### src/rtl/divider32by16_seq.sv
// Sequential restoring divider: 32-bit / 16-bit -> saturated 16-bit quotient and exact remainder.
// Optional macro DIV_FASTOVF_EN: skip the upper 16 iterations when the quotient fits in 16 bits.
module divider32by16_seq (
  input  logic        clk,
  input  logic        rst_n,
  input  logic        in_valid,
  output logic        in_ready,
  input  logic [31:0] dividend,
  input  logic [15:0] divisor,
  output logic        out_valid,
  input  logic        out_ready,
  output logic [15:0] quotient,
  output logic [15:0] remainder,
  output logic        ovf,
  output logic        dbz
);

  typedef enum logic [1:0] {StIdle, StRun, StDone} state_e;

  state_e      state_q, state_d;
  logic [15:0] rem_q, rem_d;
  logic [31:0] dvd_q, dvd_d;
  logic [15:0] dsr_q, dsr_d;
  logic [5:0]  cnt_q, cnt_d;
  logic [15:0] quo_q, quo_d;
  logic [15:0] rmd_q, rmd_d;
  logic        ovf_q, ovf_d;
  logic        dbz_q, dbz_d;

  logic        accept;
  logic        last_iter;
  logic [16:0] trial;
  logic [16:0] diff;
  logic        qbit;
  logic [15:0] rem_next;
  logic [31:0] q_full;
  logic        q_ovf;

  assign accept    = (state_q == StIdle) && in_valid;
  assign last_iter = (cnt_q == 6'd1);

  // One restoring step: shift in the next dividend bit, subtract if it fits.
  assign trial    = {rem_q, dvd_q[31]};
  assign diff     = trial - {1'b0, dsr_q};
  assign qbit     = (trial >= {1'b0, dsr_q});
  assign rem_next = qbit ? diff[15:0] : trial[15:0];
  assign q_full   = {dvd_q[30:0], qbit};
  assign q_ovf    = |q_full[31:16];

  always_ff @(posedge clk) begin
    if (!rst_n) begin
      state_q <= StIdle;
    end else begin
      state_q <= state_d;
    end
  end

  always_comb begin
    state_d = state_q;
    unique case (state_q)
      StIdle: begin
        if (in_valid) begin
          state_d = (divisor == 16'd0) ? StDone : StRun;
        end
      end
      StRun: begin
        if (last_iter) begin
          state_d = StDone;
        end
      end
      StDone: begin
        if (out_ready) begin
          state_d = StIdle;
        end
      end
      default: state_d = StIdle;
    endcase
  end

  always_comb begin
    in_ready  = (state_q == StIdle);
    out_valid = (state_q == StDone);
    quotient  = quo_q;
    remainder = rmd_q;
    ovf       = ovf_q;
    dbz       = dbz_q;
  end

  always_comb begin
    rem_d = rem_q;
    dvd_d = dvd_q;
    dsr_d = dsr_q;
    cnt_d = cnt_q;
    quo_d = quo_q;
    rmd_d = rmd_q;
    ovf_d = ovf_q;
    dbz_d = dbz_q;
    if (accept) begin
      dsr_d = divisor;
      if (divisor == 16'd0) begin
        quo_d = 16'hFFFF;
        rmd_d = dividend[15:0];
        ovf_d = 1'b0;
        dbz_d = 1'b1;
      end else begin
`ifdef DIV_FASTOVF_EN
        if (dividend[31:16] >= divisor) begin
          rem_d = 16'd0;
          dvd_d = dividend;
          cnt_d = 6'd32;
        end else begin
          // Upper half already below the divisor: it is the partial remainder after 16 steps.
          rem_d = dividend[31:16];
          dvd_d = {dividend[15:0], 16'h0000};
          cnt_d = 6'd16;
        end
`else
        rem_d = 16'd0;
        dvd_d = dividend;
        cnt_d = 6'd32;
`endif
      end
    end else if (state_q == StRun) begin
      rem_d = rem_next;
      dvd_d = q_full;
      cnt_d = cnt_q - 6'd1;
      if (last_iter) begin
        quo_d = q_ovf ? 16'hFFFF : q_full[15:0];
        rmd_d = rem_next;
        ovf_d = q_ovf;
        dbz_d = 1'b0;
      end
    end
  end

  always_ff @(posedge clk) begin
    if (!rst_n) begin
      rem_q <= 16'd0;
      dvd_q <= 32'd0;
      dsr_q <= 16'd0;
      cnt_q <= 6'd0;
      quo_q <= 16'd0;
      rmd_q <= 16'd0;
      ovf_q <= 1'b0;
      dbz_q <= 1'b0;
    end else begin
      rem_q <= rem_d;
      dvd_q <= dvd_d;
      dsr_q <= dsr_d;
      cnt_q <= cnt_d;
      quo_q <= quo_d;
      rmd_q <= rmd_d;
      ovf_q <= ovf_d;
      dbz_q <= dbz_d;
    end
  end

endmodule
### config.mk
export PLATFORM = sky130hd
export DESIGN_NAME = divider32by16_seq
export DESIGN_NICKNAME = d
export VERILOG_FILES = /design/src/rtl/divider32by16_seq.sv
export SDC_FILE = /design/constraint.sdc
export NUM_CORES = 1
export LEC_CHECK = 0
export BUFFER_PORTS_ARGS = -buffer_cell sky130_fd_sc_hd__buf_2
export CORE_AREA = 2 2 98 100
export DETAILED_ROUTE_END_ITERATION = 8
export DIE_AREA = 0 0 100 102
export HOLD_SLACK_MARGIN = 0.06
export PLACE_DENSITY = 0.84
export SYNTH_ARGS = -nofsm -noshare
export SYNTH_HDL_FRONTEND = slang
export SYNTH_SLANG_ARGS = --single-unit
### constraint.sdc
create_clock -name clk -period 5.4 [get_ports clk]
set_input_delay 0.27 -clock clk [delete_from_list [all_inputs] [get_ports clk]]
set_output_delay 0.27 -clock clk [all_outputs]
set_load 0.01 [all_outputs]
== After elaboration in Yosys (flattened, before gate mapping) ==
Cells that the tools add are included.
Cells by class
  divide/modulo/power cells: 0
  reductions and logical operators: 9
  magnitude comparators: 1
  bitwise logic cells: 0
  equality and inequality tests: 8
  add/subtract/negate cells: 2
  mux-type cells: 32
  multipliers: 0
  shift operators: 0
Operators with widths (number)
  16-bit 2-to-1 mux: 13
  32-bit 2-to-1 mux: 3
  6-bit 2-to-1 mux: 3
  17-bit by 16-bit greater-or-equal comparator with 1-bit output: 1
  16-bit zero test: 1
  16-bit OR reduction: 1
  16-bit subtractor: 1
  1-bit 2-to-1 mux: 8
  2-bit 2-to-1 mux: 4
  6-bit by 1-bit == test with 1-bit output (second input constant): 1
  2-bit inequality test (second input constant): 3
  2-bit case mux with 3 select lines: 1
  3-bit AND reduction: 2
  6-bit by 1-bit subtractor with 6-bit output (second input constant): 1
  2-bit by 1-bit inequality test with 1-bit output (second input constant): 2
  2-bit nonzero test: 2
  2-bit by 1-bit == test with 1-bit output (second input constant): 1
  2-bit == test (second input constant): 1
  2-bit zero test: 1
  2-bit AND reduction: 1
  1-bit logical AND: 1
Storage, ports and cells
  logic and storage cells: 61
  bits in latches: 0
  memory bits (read-only): 0
  register bits after elaboration: 106
  input bits: 52
  bits in writable memories: 0
  memories kept: 0

== Longest topological paths before layout ==
Gate-level depths: netlist of run 1.
  word-level depth: 5
  gate-level depth with buffers: 11
  gate-level depth less buffers: 10

== Worst setup path before layout of run 1 ==
No wires, ideal clock.
  kind: register -> register
  start point: reg dsr_q[14]
  end point: reg rmd_q[11] (netlist: remainder[11])
  path slack: 3085 ps
  arrival time: 2182 ps
  cell stages (with the launch flop): 11
  period minus slack after synthesis: 2315 ps
  library setup time: 133 ps
  path buffers: 2
  cell sequence: dfxtp_1 inv_1 ha_1 a21o_1 a211oi_4 nand2_2 o32a_1 buf_6 buf_6 mux2i_1 a21oi_1
Between the ends
  cells in the longest elaborated chain, start to end: 5
RTL lines
  start: declaration: RTL line 23  | logic [15:0] dsr_q, dsr_d;
  start signal: assignment: RTL line 149  | dsr_q <= dsr_d;
  17-bit by 16-bit greater-or-equal comparator with 1-bit output: RTL line 45  | assign qbit = (trial >= {1'b0, dsr_q});
  16-bit 2-to-1 mux: RTL line 46  | assign rem_next = qbit ? diff[15:0] : trial[15:0];
  16-bit 2-to-1 mux: RTL line 127  | if (last_iter) begin
  16-bit 2-to-1 mux: RTL line 123  | end else if (state_q == StRun) begin
  16-bit 2-to-1 mux: RTL line 98  | if (accept) begin
  end signal: assignment: RTL line 152  | rmd_q <= rmd_d;
  end: declaration: RTL line 26  | logic [15:0] rmd_q, rmd_d;
No other way between the ends. The select of a mux whose other input is x is not followed.
A chain may end at the register's enable or synchronous reset.

== Worst setup path after layout of run 1 ==
  start point: reg state_q[1]
  end point: reg dvd_q[5]
Between the ends
  cells in the longest elaborated chain, start to end: 4
  elaborated cells on any way between the ends: 7
RTL lines
  start: declaration: RTL line 20  | state_e state_q, state_d;
  start signal: assignment: RTL line 52  | state_q <= StIdle;
  start signal: assignment: RTL line 54  | state_q <= state_d;
  2-bit zero test: RTL line 39  | assign accept = (state_q == StIdle) && in_valid;
  1-bit logical AND: RTL line 39
  2-bit inequality test (no source line) / 2-bit nonzero test (equally long branches)
  2-bit AND reduction (no source line)
  end signal: assignment: RTL line 148  | dvd_q <= dvd_d;
  end: declaration: RTL line 22  | logic [31:0] dvd_q, dvd_d;
Parallel ways exist; a longest one is shown, timed or not.

==> qor.csv, run 1 <==
metric;value;unit
hold_violations;0;
critPathSlowestCell;and2_2;
yosysTopAreaCellShare;0.3863;
cp_max_fo;65;
die_x;100;um
worstPathArrival;3.18;ns
cts_tree;yes;
status;complete, no violations;
die_h;102;um
coreArea;9109;um2
syn_inst;673;
crit_required;5.67;ns
track_usage;0.2945;
dr_wl_met3;1.066;mm
max-cap-violations;0;
pin_count;88;
rsz0062_at_grt;no;
port-buffer-count;87;
fin_worst_skew;0.01032;ns
pre_cts_ws;2.530;ns
grt_pass1_vias;4801;
crit_path_start_kind;flip-flop;
crit_type;reg -> reg;
start_util;0.6030;
syn_avg_cell_area;8.162;um2
reg2reg_to;dvd_q[5];
synthTopCellsByArea;dfxtp_1, nand2_1, nor2_1;
placed_cell_area;5913;um2
min_period;2.908;ns
crit_top_cell;nor2_1;
place_inst;829;
drt_iter0_drc;495;
vias;5307;
ys_top_cells_by_count;nand2_1, dfxtp_1, nor2_1;
worst_hold_slack;0.1328;ns
synth_edf_count;0;
slew_headroom;0.2423;
cts_sinks;106;
clockBufferDepth;2;
peakVddDrop;0.0003223;V
fmax;343.9;MHz
finalNonFillerCells;845;
dp_hpwl;10.68;mm
synth_largest_area_cell;dfxtp_1;
antenna_found_initial;0;
ctsHoldBuffers;0;
ys_seq_area_frac;0.3863;
grt_pass1_wl;23.84;mm
synth-seq-cells;106;
nFillCells;769;
synthesis.area;5493;um2
top_layer;met4;
drcViolationCount;0;
power_density;546.0;nW/um2
setup_slack;2.492;ns
cts.repair.resized;0;
crit_end;dvd_q[5];
drtAntennaViolNets;0;
reg2reg_slack;2.49;ns
htree_levels;3;
finalPower;3.331;mW
timing.rr.start;state_q[1];
cts_root_buf;clkbuf_8;
insertedDiodeCount;0;
slew_violations;0;
fin_area;6101;um2
row_count;35;
dr_wl_met2;6.675;mm
path_clk_slew;0.11;ns
finalSetupTns;0;ns
synth_flop_cell;dfxtp_1;
cp_cell_sequence;nor2_1 -> and2_2 -> a21o_2 -> buf_4 -> nor2_1 -> a311oi_1;
drt-met1-wl;6.835;mm
gp_congestion;1.055;
grt_max_degree;66;
cpPeakStageDelay;0.91;ns
area_growth;11.07;%
clock_latency;0.38;ns
numCtsBuffers;9;
p_leak;2.518;nW
synth_most_common_cell;nand2_1;
synth-async-reset-ratio;0;
yosysWarnings;0;
worstMarginPinSlew;1.132;ns
min_path_type;in -> reg;
ys_types;64;
crit_start;state_q[1];
final_core_util;0.6698;
postCtsSetupRepairBufs;0;
finalCritPeriodShare;0.5385;
dieArea;10200;um2
r2r_cells;6;
setup_violations;0;
wl_per_cell;17.76;um
firstDrtPassIters;5;
routed_wirelength;15.01;mm
end_kind;flip-flop;
overflow;0;
routed_via_density;6.280;
syn_nets;744;
drive_gt1_frac;0.1866;
finalNetCount;800;
[registers in the layout, indices dropped and copies added (netlist names)]
| name | flops |
|---|---|
| ovf | 1 |
| cnt_q | 6 |
| quotient | 16 |
| rem_q | 16 |
| dbz | 1 |
| remainder | 16 |
| dvd_q | 32 |
| state_q | 2 |
| dsr_q | 16 |
[area by class of cell]
| type | count | area (um2) | area share |
|---|---|---|---|
| Multi-Input combinational cell | 498 | 3104 | 0.5088 |
| Sequential cell | 106 | 2122 | 0.3478 |
| Timing Repair Buffer | 90 | 457.9 | 0.07506 |
| Tap cell | 111 | 138.9 | 0.02276 |
| Clock buffer | 9 | 123.9 | 0.02030 |
| Inverter | 24 | 90.09 | 0.01477 |
| Clock inverter | 7 | 63.81 | 0.01046 |
[cell families after synthesis]
| logic type | after synthesis | share of synthesized area |
|---|---|---|
| multiplexers | 15 | 0.02756 |
| adder cells (fa/ha/maj) | 19 | 0.04465 |
| flip-flops | 106 | 0.3863 |
| AO/OA/AOI/OAI | 189 | 0.2626 |
| buffers and inverters | 69 | 0.05148 |
| XOR/XNOR | 12 | 0.01913 |
| AND/OR/NAND/NOR | 263 | 0.2082 |
[critical path: cells and delay by family, from the launching register on]
kind	cells	cell delay, ns
AOI/OAI and AO/OA	2	0.56
buffers and inverters	1	0.51
DFF	1	0.35
and+or+nand+nor	3	1.36
[report_power, final]
part | internal (mW) | switching [mW] | leakage [nW] | total, mW
Clock | 0.177 | 0.297 | 0.0895 | 0.473
Sequential | 0.881 | 0.103 | 0.866 | 0.984
Combinational | 0.737 | 1.14 | 1.56 | 1.87
Total | 1.79 | 1.54 | 2.52 | 3.33
[cell usage in the layout (no fill, tap or decap), types with 3 or more instances in the layout]
cell       instances
a31oi_1            4
nand3_1            9
nor4_1            11
nor2_1            76
a211oi_1          11
clkbuf_8           9
a21oi_1           44
o21ai_1            3
a32oi_1            5
ha_1              18
a32o_1             3
buf_2             87
buf_4              3
o221a_2           16
nand4_1            5
mux2i_1           14
inv_1             23
nor3_1            10
o211a_1            3
a311oi_1          28
dfxtp_1          106
o32ai_1            5
o211ai_1          12
xor2_1             4
and3_1             9
a21o_1             9
xnor2_1            8
nor2b_1            7
clkinv_4           3
nand2_1          121
o21ai_0           19
a2111oi_0          5
[metal layers]
metal | vias up | track usage
li1 | 2559 | -
met3 | 42 | 0.06566
met1 | 2452 | 0.4159
met4 | 0 | 0.09589
met5 | - | 0
met2 | 254 | 0.4501
[worst min path at each step]
stage | from | to | slack [ns] | cells after the start
after floorplan | divisor[10] | dsr_q[10] | 0.41 | 2
after global placement | dsr_q[10] | dsr_q[10] | 0.44 | 2
after detailed placement | dsr_q[6] | dsr_q[6] | 0.45 | 2
after CTS | divisor[14] | dsr_q[14] | 0.12 | 3
after global routing | divisor[15] | dsr_q[15] | 0.12 | 3
final | divisor[14] | dsr_q[14] | 0.13 | 3
Power figures use the tool's default switching activity.
==> inputs of run 2 (changes only) <==
- CORE_AREA: 2 2 98 100 -> 2 2 107 109
- DIE_AREA: 0 0 100 102 -> 0 0 109 111
- PLACE_DENSITY: 0.84 -> 0.75
- clock period: 5.4 -> 2.5 ns (I/O delays scaled with it)
==> run 2 against run 1 <==
Clock power grew to 3.0 times the previous value. Sequential power grew 120%. Utilization shrank 4.0 points. Combinational power grew to 2.7 times the previous value. Cell count grew 12%. Sequential cell count is the same. Die area grew 19%. Via count grew 5.5%. Maximum frequency grew 21%. Largest power group unchanged. Highest routed layer unchanged.
==> qor.csv, run 2 (same netlist as run 1, synthesis figures left out) <==
metric;value;unit
status;complete, no violations;
setup_violations;0;
fmax;415.3;MHz
crit_type;reg -> reg;
grt_use_met1;0.3759;
gp_congestion;0.9454;
routed_wirelength;16.18;mm
start_util;0.4959;
peakVddDrop;0.001003;V
clockBufferDepth;2;
antenna_found_initial;0;
track_usage;0.2731;
cts_root_buf;clkbuf_16;
top_usage_layer;met2;
drive_gt1_frac;0.2257;
top_register;dvd_q;
grtUsageMet3;0.05820;
fin_worst_skew;0.009756;ns
row_count;39;
clock_latency;0.36;ns
insertedDiodeCount;0;
vias;5600;
cts_sinks;106;
gr-usage-met2;0.4157;
finalCritPeriodShare;0.9632;
path_clk_slew;0.07;ns
numCtsBuffers;9;
die_h;111;um
cts_tree;yes;
final_core_util;0.6296;
wl_per_cell;17.12;um
firstDrtPassIters;5;
grt_pass1_vias;5365;
min_to;dsr_q[14];
min_from;divisor[14];
die_x;109;um
worstMarginPinSlew;0.7213;ns
finalNonFillerCells;945;
timing.rr.start;rem_q[3];
place_inst;891;
postCtsSetupRepairBufs;0;
crit_required;2.72;ns
crit_path_start_kind;flip-flop;
dieArea;12100;um2
area_growth;26.97;%
p_leak;2.894;nW
routed_via_density;5.926;
htree_levels;3;
reg2reg_to;rem_q[6];
end_kind;flip-flop;
pin_count;88;
drcViolationCount;0;
power_density;1218;nW/um2
dp_hpwl;11.64;mm
grt_pass1_wl;26.05;mm
hold_violations;0;
worstHoldPathCells;3;
reg2reg_slack;0.09;ns
coreArea;11080;um2
slew_violations;0;
finalNetCount;869;
drtAntennaViolNets;0;
cp_max_fo;7;
r2r_cells;8;
final_cell_mix;nand2_1, dfxtp_1, buf_2, nor2_1, a21oi_1;
min_period;2.408;ns
drt_iter0_drc;436;
slew_headroom;0.5141;
min_path_type;in -> reg;
final_common_cell;nand2_1;
grt_max_degree;45;
finalSetupTns;0;ns
port-buffer-count;87;
largest_reg_flops;32;
max-cap-violations;0;
overflow;0;
worstPathArrival;2.63;ns
==> run 2: area by class of cell <==
cell class / count / area, um2
fillers: 923 / 4103
inverters: 24 / 90.09
repair buffers: 159 / 1111
clock buffers: 10 / 239.0
clock inverters: 5 / 47.55
flip-flops and latches: 106 / 2123
well taps: 143 / 178.9
multi-input cells: 498 / 3184
==> run 2: worst max-delay path: stages, from the launching register on <==
cell      delay [ns]
dfxtp_1         0.37
ha_2            0.33
o211a_1         0.26
o211ai_1        0.29
a21oi_4         0.09
o32a_1          0.36
buf_12          0.16
mux2i_2         0.27
o21ai_0         0.13
==> run 2: worst max path at each step <==
| stage | endpoint | start | slack (ns) | depth (start not counted) |
|---|---|---|---|---|
| floorplan | remainder[11] | dsr_q[14] | 0.19 | 10 |
| global placement | rem_q[6] | dvd_q[31] | 0.09 | 10 |
| detailed placement | rem_q[6] | dvd_q[31] | 0.02 | 10 |
| CTS | remainder[12] | dvd_q[31] | 0.0003 | 10 |
| global route | remainder[12] | dvd_q[31] | -0.04 | 10 |
| finish | rem_q[6] | rem_q[3] | 0.09 | 8 |
==> run 2: per-stage QoR <==
| stage | setup WS (ns) | power (mW) | hold WS (ns) | cell area [um2] |
|---|---|---|---|---|
| 5_1_grt | -0.04175 | 9.026 | 0.06201 | 6974 |
| 6_report | 0.09212 | 8.492 | 0.07403 | 6974 |
| 3_3_place_gp | 0.09077 | 6.497 | 0.3814 | 6216 |
| 2_1_floorplan | 0.1853 | 5.274 | 0.2610 | 5493 |
| 3_5_place_dp | 0.01676 | 6.596 | 0.3861 | 6216 |
| 4_1_cts | 0.0003069 | 8.068 | 0.06178 | 6899 |
==> run 2: report_power, final <==
part	internal, mW	switching [mW]
sequential	1.90	0.217
clock	0.716	0.683
combinational	2.27	2.70
total	4.90	3.60
==> run 2: routing by layer <==
layer / part of all wire / up-vias
met2: 0.45 / 224
met1: 0.45 / 2621
li1: - / 2712
met3: 0.067 / 43
met5: 0 / -
met4: 0.029 / 0
==> run 2: what timing repair did <==
action                                  4_1_cts  5_1_grt
hold buffers                                 39        0
endpoints found under the hold margin        40        0
resized for setup                             1       19
endpoints found under the setup margin        1       23
pin swaps                                     0        7
==> inputs of run 3 (changes only) <==
- CORE_AREA: 2 2 107 109 -> 2 2 108 110
- DIE_AREA: 0 0 109 111 -> 0 0 110 112
- PLACE_DENSITY: 0.75 -> 0.74
- TNS_END_PERCENT: default -> 10
==> run 3 against run 2 <==
Register-to-register slack about the same. Clock skew decreased by 0.00086 ns. Sequential power about the same. Die area increased by 1.8%. Non-clock buffer count decreased by 7. Via count increased by 0.23%. Sequential cell count unchanged. Combinational power decreased by 4%. Wire length increased by 1.0%. Global-route usage decreased by 0.31 points. Largest power group unchanged.
==> qor.csv, run 3 (same netlist as run 1, synthesis figures left out) <==
metric;value;unit
p_int;4.823;mW
cts_tree;yes;
drt_iter0_drc;432;
grt_max_degree;66;
pin_count;88;
finalNetCount;862;
start_util;0.4915;
min_period;2.400;ns
fmax;416.6;MHz
final_cell_mix;nand2_1, dfxtp_1, buf_2, nor2_1, a21oi_1;
drive_gt1_frac;0.2249;
critPathSlowestCell;fa_1;
finalNonFillerCells;939;
htree_levels;3;
routed_via_density;5.978;
hold_violations;0;
dieArea;12320;um2
clock_latency;0.35;ns
routed_wirelength;16.35;mm
min_path_type;in -> reg;
port-buffer-count;87;
p_leak;2.857;nW
max-cap-violations;0;
cpPeakStageDelay;0.43;ns
p_sw;3.548;mW
drcViolationCount;0;
crit_path_start_kind;flip-flop;
clockBufferDepth;2;
peakVddDrop;0.0007923;V
drtAntennaViolNets;0;
antenna_found_initial;0;
gr-usage-met2;0.4401;
vias;5613;
row_count;39;
crit_required;2.75;ns
p_seq_frac;0.252;
grt_pass1_wl;26.30;mm
fin_worst_skew;0.008893;ns
track_usage;0.2700;
wl_per_cell;17.41;um
swShare;0.4238;
clkPwrFrac;0.177;
cp_max_fo;3;
cp_cell_sequence;inv_1 -> ha_1 -> inv_1 -> fa_1 -> a21o_1 -> a221oi_2 -> nand3_1 -> o311ai_0 -> mux2i_1 -> o32ai_1;
crit_type;reg -> reg;
worst_hold_slack;0.05207;ns
status;complete, no violations;
gp_congestion;0.9133;
nFillCells;961;
grt_use_met1;0.3622;
firstDrtPassIters;5;
overflow;0;
pwr-share-comb;0.571;
cts_root_buf;clkbuf_16;
die_x;110;um
coreArea;11170;um2
grt_pass1_vias;5268;
dp_hpwl;11.81;mm
largest_reg_flops;32;
finalCritPeriodShare;0.9602;
die_h;112;um
grtUsageMet3;0.05035;
worstPathArrival;2.65;ns
path_buf_inv;2;
final_common_cell;nand2_1;
power_density;1220;nW/um2
top_register;dvd_q;
setup_violations;0;
numCtsBuffers;9;
path_clk_slew;0.08;ns
end_kind;flip-flop;
slew_violations;0;
top_usage_layer;met2;
area_growth;24.90;%
place_inst;892;
slew_headroom;0.5201;
cts_sinks;106;
rsz0062_at_grt;yes;
crit_top_cell;inv_1;
insertedDiodeCount;0;
cpLargestDelayFamily;compound AO/OA/AOI/OAI gates;
worstMarginPinSlew;0.7123;ns
==> run 3: timing repair <==
| item | CTS | global route |
|---|---|---|
| hold buffers | 31 | 0 |
| setup buffers | 0 | 0 |
| endpoints found under the setup margin | 2 | 12 |
| endpoints found under the hold margin | 31 | 0 |
| pin swaps | 0 | 2 |
| resized for setup | 2 | 12 |
==> run 3: worst paths after layout <==
check	to	slack, ns	startpoint	cells after the start
worst max-delay path	remainder[8]	0.1	dvd_q[31]	10
worst min register to register	dsr_q[8]	0.46	dsr_q[8]	2
worst min-delay path	dvd_q[5]	0.05	dividend[5]	3
worst max register to register	remainder[8]	0.1	dvd_q[31]	10
==> run 3: power by group through the flow <==
| stage | Clock (mW) | Sequential (mW) | Combinational (mW) |
|---|---|---|---|
| detailed placement | 0 | 2.14 | 4.38 |
| global placement | 0 | 2.13 | 4.26 |
| global route | 1.56 | 2.14 | 5.16 |
| finish | 1.49 | 2.11 | 4.78 |
| CTS | 1.50 | 2.10 | 4.49 |
| floorplan | 0 | 2.08 | 3.19 |
==> run 3: final cells by class <==
type / count / area [um2] / share of cell area
clock buffers: 9 / 225.2 / 0.03283
clock inverters: 7 / 85.08 / 0.01240
inverters: 24 / 90.09 / 0.01313
multi-input cells: 498 / 3158 / 0.4603
flip-flops and latches: 106 / 2122 / 0.3093
well taps: 143 / 178.9 / 0.02608
repair buffers: 152 / 1001 / 0.1459
==> run 3: metal layers <==
metal	part of all wire	routed length, um	up-vias
met2	0.48	7764	237
li1	-	-	2693
met5	0	0	-
met4	0.017	281	0
met3	0.065	1056	29
met1	0.44	7243	2654
==> run 3: tightest hold or removal path, cell delays in order <==
cell and delay, ns:
buf_2 0.11, nand2_1 0.05, a311oi_1 0.07
==> run 3: metrics by stage <==
| step | util | worst slack (ns) | total power [mW] | area, um2 | setup TNS [ns] |
|---|---|---|---|---|---|
| after floorplan | - | 0.1853 | 5.274 | 5493 | 0 |
| after global placement | 0.5536 | 0.08603 | 6.385 | 6186 | 0 |
| after detailed placement | 0.5536 | 0.02776 | 6.520 | 6186 | 0 |
| after CTS | 0.6098 | 0.02832 | 8.086 | 6814 | 0 |
| after global routing | 0.6139 | -0.06203 | 8.864 | 6860 | -0.1083 |
| final | 0.6139 | 0.09953 | 8.372 | 6860 | 0 |
